**src/rtl/rgb_pwm_pkg.sv**
```systemverilog
// Shared types and wr_data field layout for the RGB PWM LED bank.
// wr_data layout, from MSB to LSB: {mode[1:0], r, g, b}, with b in the LSBs.
package rgb_pwm_pkg;

  typedef enum logic [1:0] {
    MODE_OFF   = 2'd0,
    MODE_ON    = 2'd1,
    MODE_BLINK = 2'd2,
    MODE_ALT   = 2'd3
  } mode_t;

  localparam int MODE_W = 2;

  function automatic int b_lsb(input int pwm_bits);
    return 0 * pwm_bits;
  endfunction

  function automatic int g_lsb(input int pwm_bits);
    return pwm_bits;
  endfunction

  function automatic int r_lsb(input int pwm_bits);
    return 2 * pwm_bits;
  endfunction

  function automatic int mode_lsb(input int pwm_bits);
    return 3 * pwm_bits;
  endfunction

  function automatic int cfg_width(input int pwm_bits);
    return 3 * pwm_bits + MODE_W;
  endfunction

endpackage

```
**src/rtl/rgb_pwm_bank_if.sv**
```systemverilog
// Bus between the core's MMIO and the LED bank.
// master: drives the write port and observes the LED pins.
// slave : the LED bank, which takes writes and drives led_r/led_g/led_b/heartbeat.
interface rgb_pwm_bank_if
  import rgb_pwm_pkg::*;
#(
  parameter int NUM_CH   = 4,
  parameter int PWM_BITS = 8
);
  localparam int ADDR_W = (NUM_CH > 1) ? $clog2(NUM_CH) : 1;
  localparam int DATA_W = cfg_width(PWM_BITS);

  logic              wr_en;
  logic [ADDR_W-1:0] wr_addr;
  logic [DATA_W-1:0] wr_data;
  logic [NUM_CH-1:0] led_r;
  logic [NUM_CH-1:0] led_g;
  logic [NUM_CH-1:0] led_b;
  logic              heartbeat;

  modport master (
    output wr_en, wr_addr, wr_data,
    input  led_r, led_g, led_b, heartbeat
  );

  modport slave (
    input  wr_en, wr_addr, wr_data,
    output led_r, led_g, led_b, heartbeat
  );
endinterface

```
**src/rtl/rgb_pwm_bank_channel.sv**
```systemverilog
// One RGB channel of the LED bank. It holds a shadow config and an active config,
// commits shadow to active at the PWM period boundary, and drives three registered
// PWM comparators.
// Ports: clk, reset (async, active-high), wr_hit_i (write aimed at this channel),
//        wr_data_i (new config), boundary_i (last tick of the period),
//        pwm_cnt_i (shared PWM counter), blink_i (free-running blink bit),
//        led_r_o/led_g_o/led_b_o (registered PWM outputs).
module pwm_channel
  import rgb_pwm_pkg::*;
#(
  parameter int PWM_BITS = 8,
  parameter int DATA_W   = 3 * PWM_BITS + 2
) (
  input  logic                clk,
  input  logic                reset,
  input  logic                wr_hit_i,
  input  logic [DATA_W-1:0]   wr_data_i,
  input  logic                boundary_i,
  input  logic [PWM_BITS-1:0] pwm_cnt_i,
  input  logic                blink_i,
  output logic                led_r_o,
  output logic                led_g_o,
  output logic                led_b_o
);

  typedef struct packed {
    mode_t               mode;
    logic [PWM_BITS-1:0] r;
    logic [PWM_BITS-1:0] g;
    logic [PWM_BITS-1:0] b;
  } chan_cfg_t;

  chan_cfg_t cfg_in;
  chan_cfg_t shadow_q, shadow_d;
  chan_cfg_t active_q, active_d;
  logic      gate;
  logic      led_r_q, led_g_q, led_b_q;

  assign cfg_in = chan_cfg_t'(wr_data_i);

  // A write landing in the boundary cycle is forwarded straight to active.
  // Otherwise it would sit in shadow for a whole extra period.
  always_comb begin
    shadow_d = shadow_q;
    active_d = active_q;
    if (wr_hit_i) shadow_d = cfg_in;
    if (boundary_i) active_d = wr_hit_i ? cfg_in : shadow_q;
  end

  always_comb begin
    gate = 1'b0;
    case (active_q.mode)
      MODE_OFF:   gate = 1'b0;
      MODE_ON:    gate = 1'b1;
      MODE_BLINK: gate = blink_i;
      MODE_ALT:   gate = ~blink_i;
      default:    gate = 1'b0;
    endcase
  end

  always_ff @(posedge clk or posedge reset) begin
    if (reset) begin
      shadow_q <= '0;
      active_q <= '0;
      led_r_q  <= 1'b0;
      led_g_q  <= 1'b0;
      led_b_q  <= 1'b0;
    end else begin
      shadow_q <= shadow_d;
      active_q <= active_d;
      led_r_q  <= gate && (active_q.r > pwm_cnt_i);
      led_g_q  <= gate && (active_q.g > pwm_cnt_i);
      led_b_q  <= gate && (active_q.b > pwm_cnt_i);
    end
  end

  assign led_r_o = led_r_q;
  assign led_g_o = led_g_q;
  assign led_b_o = led_b_q;

endmodule

```
**src/rtl/rgb_pwm_bank.sv**
```systemverilog
// Board LED driver with NUM_CH RGB channels. Each colour has its own PWM duty.
// Each channel has an OFF/ON/BLINK/ALT mode.
// The prescaler, PWM counter and free-running blink counter are shared by all
// channels. Each channel lives in a pwm_channel instance.
// Ports: clk, reset (async, active-high), bus (rgb_pwm_bank_if.slave).
// The bus carries wr_en, wr_addr and wr_data in, and led_r, led_g, led_b and heartbeat out.
module rgb_pwm_bank
  import rgb_pwm_pkg::*;
#(
  parameter int NUM_CH    = 4,
  parameter int PWM_BITS  = 8,
  parameter int PRESCALE  = 64,
  parameter int BLINK_BIT = 22
) (
  input  logic          clk,
  input  logic          reset,
  rgb_pwm_bank_if.slave bus
);

  localparam int PS_W   = (PRESCALE > 1) ? $clog2(PRESCALE) : 1;
  localparam int ADDR_W = (NUM_CH > 1) ? $clog2(NUM_CH) : 1;
  localparam int DATA_W = cfg_width(PWM_BITS);
  localparam logic [PS_W-1:0]   PS_LAST  = PS_W'(PRESCALE - 1);
  localparam logic [ADDR_W:0]   CH_LIMIT = (ADDR_W + 1)'(NUM_CH);

  logic [PS_W-1:0]     presc_q, presc_d;
  logic [PWM_BITS-1:0] pwm_cnt_q, pwm_cnt_d;
  logic [BLINK_BIT:0]  free_cnt_q, free_cnt_d;
  logic                heartbeat_q;
  logic                tick;
  logic                boundary;
  logic                addr_ok;
  logic [NUM_CH-1:0]   led_r, led_g, led_b;

  // With PRESCALE=1 the prescaler stays at 0, which equals PS_LAST, so tick is constant 1.
  assign tick     = (presc_q == PS_LAST);
  assign boundary = tick && (pwm_cnt_q == '1);
  assign addr_ok  = ({1'b0, bus.wr_addr} < CH_LIMIT);

  always_comb begin
    presc_d    = tick ? '0 : presc_q + PS_W'(1);
    pwm_cnt_d  = tick ? pwm_cnt_q + PWM_BITS'(1) : pwm_cnt_q;
    free_cnt_d = free_cnt_q + (BLINK_BIT + 1)'(1);
  end

  always_ff @(posedge clk or posedge reset) begin
    if (reset) begin
      presc_q     <= '0;
      pwm_cnt_q   <= '0;
      free_cnt_q  <= '0;
      heartbeat_q <= 1'b0;
    end else begin
      presc_q     <= presc_d;
      pwm_cnt_q   <= pwm_cnt_d;
      free_cnt_q  <= free_cnt_d;
      heartbeat_q <= free_cnt_q[BLINK_BIT];
    end
  end

  for (genvar gi = 0; gi < NUM_CH; gi++) begin : g_ch
    logic wr_hit;
    assign wr_hit = bus.wr_en && addr_ok && (bus.wr_addr == ADDR_W'(gi));

    pwm_channel #(
      .PWM_BITS (PWM_BITS),
      .DATA_W   (DATA_W)
    ) u_ch (
      .clk        (clk),
      .reset      (reset),
      .wr_hit_i   (wr_hit),
      .wr_data_i  (bus.wr_data),
      .boundary_i (boundary),
      .pwm_cnt_i  (pwm_cnt_q),
      .blink_i    (free_cnt_q[BLINK_BIT]),
      .led_r_o    (led_r[gi]),
      .led_g_o    (led_g[gi]),
      .led_b_o    (led_b[gi])
    );
  end

  assign bus.led_r     = led_r;
  assign bus.led_g     = led_g;
  assign bus.led_b     = led_b;
  assign bus.heartbeat = heartbeat_q;

endmodule
```
**src/flat_wrapper.sv**
```systemverilog
// flat-port wrapper written by rule: the top's interface ports become plain ports
module rgb_pwm_bank_flat import rgb_pwm_pkg::*;
#(
  parameter int NUM_CH    = 4,
  parameter int PWM_BITS  = 8,
  parameter int PRESCALE  = 64,
  parameter int BLINK_BIT = 22
)
  (clk, reset, bus_wr_en, bus_wr_addr, bus_wr_data, bus_led_r, bus_led_g, bus_led_b, bus_heartbeat);
  rgb_pwm_bank_if #(.NUM_CH(NUM_CH), .PWM_BITS(PWM_BITS)) bus_i ();
  input  logic clk;
  input  logic reset;
  input wire logic [$bits(bus_i.wr_en)-1:0] bus_wr_en;
  input wire logic [$bits(bus_i.wr_addr)-1:0] bus_wr_addr;
  input wire logic [$bits(bus_i.wr_data)-1:0] bus_wr_data;
  output wire logic [$bits(bus_i.led_r)-1:0] bus_led_r;
  output wire logic [$bits(bus_i.led_g)-1:0] bus_led_g;
  output wire logic [$bits(bus_i.led_b)-1:0] bus_led_b;
  output wire logic [$bits(bus_i.heartbeat)-1:0] bus_heartbeat;
  assign bus_i.wr_en = bus_wr_en;
  assign bus_i.wr_addr = bus_wr_addr;
  assign bus_i.wr_data = bus_wr_data;
  assign bus_led_r = bus_i.led_r;
  assign bus_led_g = bus_i.led_g;
  assign bus_led_b = bus_i.led_b;
  assign bus_heartbeat = bus_i.heartbeat;
  rgb_pwm_bank #(.NUM_CH(NUM_CH), .PWM_BITS(PWM_BITS), .PRESCALE(PRESCALE), .BLINK_BIT(BLINK_BIT)) u_core (.clk(clk), .reset(reset), .bus(bus_i));
endmodule
```
**config.mk**
```make
export PLATFORM = sky130hd
export DESIGN_NAME = rgb_pwm_bank_flat
export DESIGN_NICKNAME = d
export VERILOG_FILES = /design/src/rtl/rgb_pwm_pkg.sv /design/src/rtl/rgb_pwm_bank_if.sv /design/src/rtl/rgb_pwm_bank_channel.sv /design/src/rtl/rgb_pwm_bank.sv /design/src/flat_wrapper.sv
export SDC_FILE = /design/constraint.sdc
export NUM_CORES = 1
export LEC_CHECK = 0
export CAP_MARGIN = 20
export CORE_MARGIN = 10
export CORE_UTILIZATION = 55
export DETAILED_ROUTE_END_ITERATION = 10
export PLACE_DENSITY = 0.76
export SYNTH_ARGS = -nofsm -noshare
export SYNTH_HDL_FRONTEND = slang
export SYNTH_SLANG_ARGS = --single-unit
export TNS_END_PERCENT = 50
```
**constraint.sdc**
```tcl
create_clock -name clk -period 10.9 [get_ports clk]
set_input_delay 3.27 -clock clk [delete_from_list [all_inputs] [get_ports clk]]
set_output_delay 3.27 -clock clk [all_outputs]
set_load 0.01 [all_outputs]
```
==> reports/summary.txt <==
Post-synth top area cell: dfrtp_1
Vias in the first global route: 7,468
Seq cells post-synth: 258
Clock Root Buffer: clkbuf_16
Antenna Cells: 0
Post-cts hold buffer count: 0
Synth top area share: 0.544
Crit. End Element: async pin
Clock latency on the worst-skew pair: 0.54 ns
Post-Syn Area per Cell: 13.4 sq um
Crit-path max FO: 104
Dpl hpwl: 15.2 mm
Crit share post-route: 0.433
Largest net degree at the start of global routing: 105
Synth cell count leaders: 258 x dfrtp_1, 181 x mux2_2, 99 x ha_1
Clk sinks: 258
CP max stage cell: buf_4
Number of port buffers: 43
Final Wtd Congestion: 0.765
Final hold slack: 0.474 ns
Gates resized, CTS repair: 0
Min Tclk post-route: 4.71 ns
Synthesis-to-finish area growth: 13.4%
Final Slew Violations: 0
Post-synthesis sequential area ratio: 0.544
Layout cells sized above 1: 0.263
Worst EP arrival: 5.24 ns
Die height: 167 microns
Most frequent cell after synthesis: dfrtp_1
Drt first pass iters: 4
Unrepaired setup endpoints after global routing: false
EDFF count, synth: 0
Clk slew on worst S/H paths: 0.06 ns
Post-CTS Setup Inserts: 0
Number of antenna violations at the first check in global routing: 0
Maximum clock frequency: 212 MHz
Synth Flop Type: dfrtp_1
Die Width: 167 microns
Critical path class: primary input to async pin
Nets: 1,063
Max transition margin: 0.361
GRT overflow: 0
Pwr dens: 165 nW/um^2
Post-Syn Instances: 886
Syn_nets: 1,016
Worst-Margin Slew: 0.959 ns
CP Buf/Inv Count: 3
CP cell instances: clkdlybuf4s50_1 -> inv_8 -> buf_4
Critical Path Source Type: primary input
Iter 0 DRT Violations: 418
Final setup fails: 0
Initial core utilization: 0.561
Leak pwr: 6.42 nW
Via density: 5.68
Post-synth cell types: 33
Largest stage delay on the critical path: 0.85 ns
Global-route wire length before repair: 39.0 mm
Routed len/inst: 19.4 microns
Status: finished clean
Std cell rows: 53
Crit path required time: 11.43 ns
Vias: 6,990
Core outline area: 21,200 sq um
H-Tree Level Count: 1
Delay-heaviest family, CP: buffers and inverters
TritonCTS Buffers: 28
CTS Buffer Depth: 3
# DRC: 0
Ys Warns: 0
Global-route usage over all layers: 0.167
Final total negative setup slack: 0 ns
# Max-Cap Violations: 0
Layout Skew: 0.00876 ns
Synth area leaders: dfrtp_1 54%, mux2_2 17%, ha_1 10%, mux2_4 1.9%, nor2_1 1.7%
Wirelength, routed: 23.8 mm
Final hold violations: 0
VDD IR-drop max: 133 uV
Async S/R FF share, synth: 1.00
Filler cells: 1,587
Min-delay worst type: flop to flop
Io pins: 44
Final ANT Viol Nets: 0
Synthesized cell area: 11,900 sq um
Die ar.: 27,900 sq um
TritonCTS clock tree: built
==> logic make-up after synthesis <==
| family | Yosys count | share of synthesized area |
|---|---|---|
| compound gates | 88 | 0.0443 |
| xor+xnor | 35 | 0.0258 |
| flops | 258 | 0.544 |
| simple gates | 154 | 0.0658 |
| fa+ha+maj | 99 | 0.104 |
| mux | 196 | 0.191 |
| buf+inv | 56 | 0.0251 |
==> layer usage <==
metal | wire, microns | vias to the layer above | GRT usage
li1 | - | 3258 | -
met1 | 11100 | 3593 | 0.220
met2 | 11500 | 99 | 0.286
met3 | 640 | 40 | 0.0221
met4 | 530 | 0 | 0.0409
met5 | 0 | - | 0
==> path summary, 6_finish.rpt <==
kind | from | end | slack, ns | depth (start not counted)
worst min-delay path | u_core.pwm_cnt_q[7] | u_core.pwm_cnt_q[7] | 0.47 | 1
worst max-delay path | reset | u_core.g_ch[2].u_ch.active_q[5] | 6.19 | 3
min in group asynchronous | reset | u_core.g_ch[1].u_ch.shadow_q[23] | 3.26 | 2
max in group clk | bus_wr_en | u_core.g_ch[0].u_ch.active_q[9] | 6.21 | 5
worst max register to register | u_core.pwm_cnt_q[0] | u_core.g_ch[2].u_ch.active_q[9] | 7.61 | 5
worst min register to register | u_core.pwm_cnt_q[7] | u_core.pwm_cnt_q[7] | 0.47 | 1
==> worst register-to-register path: stages (launching register included) <==
cell	delay (ns)
dfrtp_1	0.69
ha_1	0.39
nand4_1	0.14
or4b_4	0.68
buf_4	0.82
mux2_2	0.45
==> registers in the layout, indices dropped and copies added, names as in the netlist <==
| signal | cells |
|---|---|
| u_core.g_ch.u_ch.active_q | 104 |
| u_core.pwm_cnt_q | 8 |
| u_core.presc_q | 6 |
| u_core.free_cnt_q | 23 |
| u_core.g_ch.u_ch.led_r_o | 4 |
| u_core.g_ch.u_ch.shadow_q | 104 |
| u_core.g_ch.u_ch.led_g_o | 4 |
| u_core.bus.heartbeat | 1 |
| u_core.g_ch.u_ch.led_b_o | 4 |
==> through the flow <==
| step | power (mW) | util | worst slack (ns) | instances | area (sq um) |
|---|---|---|---|---|---|
| after floorplan | 1.21 | - | 0.532 | 886 | 11900 |
| after global placement | 1.26 | 0.591 | 5.53 | 1178 | 12500 |
| after detailed placement | 1.27 | 0.591 | 5.52 | 1178 | 12500 |
| after CTS | 2.24 | 0.636 | 6.09 | 1230 | 13500 |
| after global routing | 2.30 | 0.636 | 5.86 | 1230 | 13500 |
| final | 2.22 | 0.636 | 6.19 | 1230 | 13500 |
==> report_power, final <==
group          internal [mW]  switching, mW  leakage, nW
Clock                  0.595          0.371        0.470
Sequential              1.04         0.0233         3.33
Combinational         0.0947         0.0931         2.63
Total                   1.73          0.488         6.42
==> cell usage in the layout (no fill, tap or decap) <==
| master | n |
|---|---|
| buf_4 | 7 |
| xor2_1 | 16 |
| clkbuf_1 | 10 |
| a21oi_1 | 35 |
| inv_8 | 1 |
| clkinv_2 | 2 |
| nand3b_1 | 2 |
| mux2_2 | 181 |
| and3_1 | 3 |
| nor4b_1 | 1 |
| xnor2_1 | 19 |
| nor2b_1 | 1 |
| o21ai_0 | 26 |
| clkdlybuf4s50_1 | 43 |
| nand3_1 | 12 |
| and2_1 | 1 |
| bufinv_16 | 2 |
| nand2_1 | 34 |
| ha_1 | 99 |
| nor3_1 | 3 |
| a21oi_2 | 2 |
| and4_1 | 16 |
| o31ai_1 | 1 |
| inv_1 | 22 |
| dfrtp_1 | 258 |
| a221oi_1 | 12 |
| nor4_1 | 1 |
| nor2_1 | 55 |
| clkbuf_8 | 9 |
| nand3_2 | 1 |
| clkbuf_16 | 29 |
| nand4_1 | 10 |
| a211oi_1 | 12 |
| or4b_4 | 1 |
| nor3b_4 | 1 |
| nand2b_1 | 12 |
| mux2_4 | 15 |
==> final cells by class <==
class | instances | area (sq um) | share of cell area
timing repair buffer | 50 | 483 | 0.0359
clock inverter | 4 | 70.1 | 0.00521
multi-input combinational | 572 | 5120 | 0.381
clock buffer | 48 | 887 | 0.0659
tap | 275 | 344 | 0.0256
inverter | 23 | 93.8 | 0.00697
sequential | 258 | 6460 | 0.480
Power figures use the tool's default switching activity.
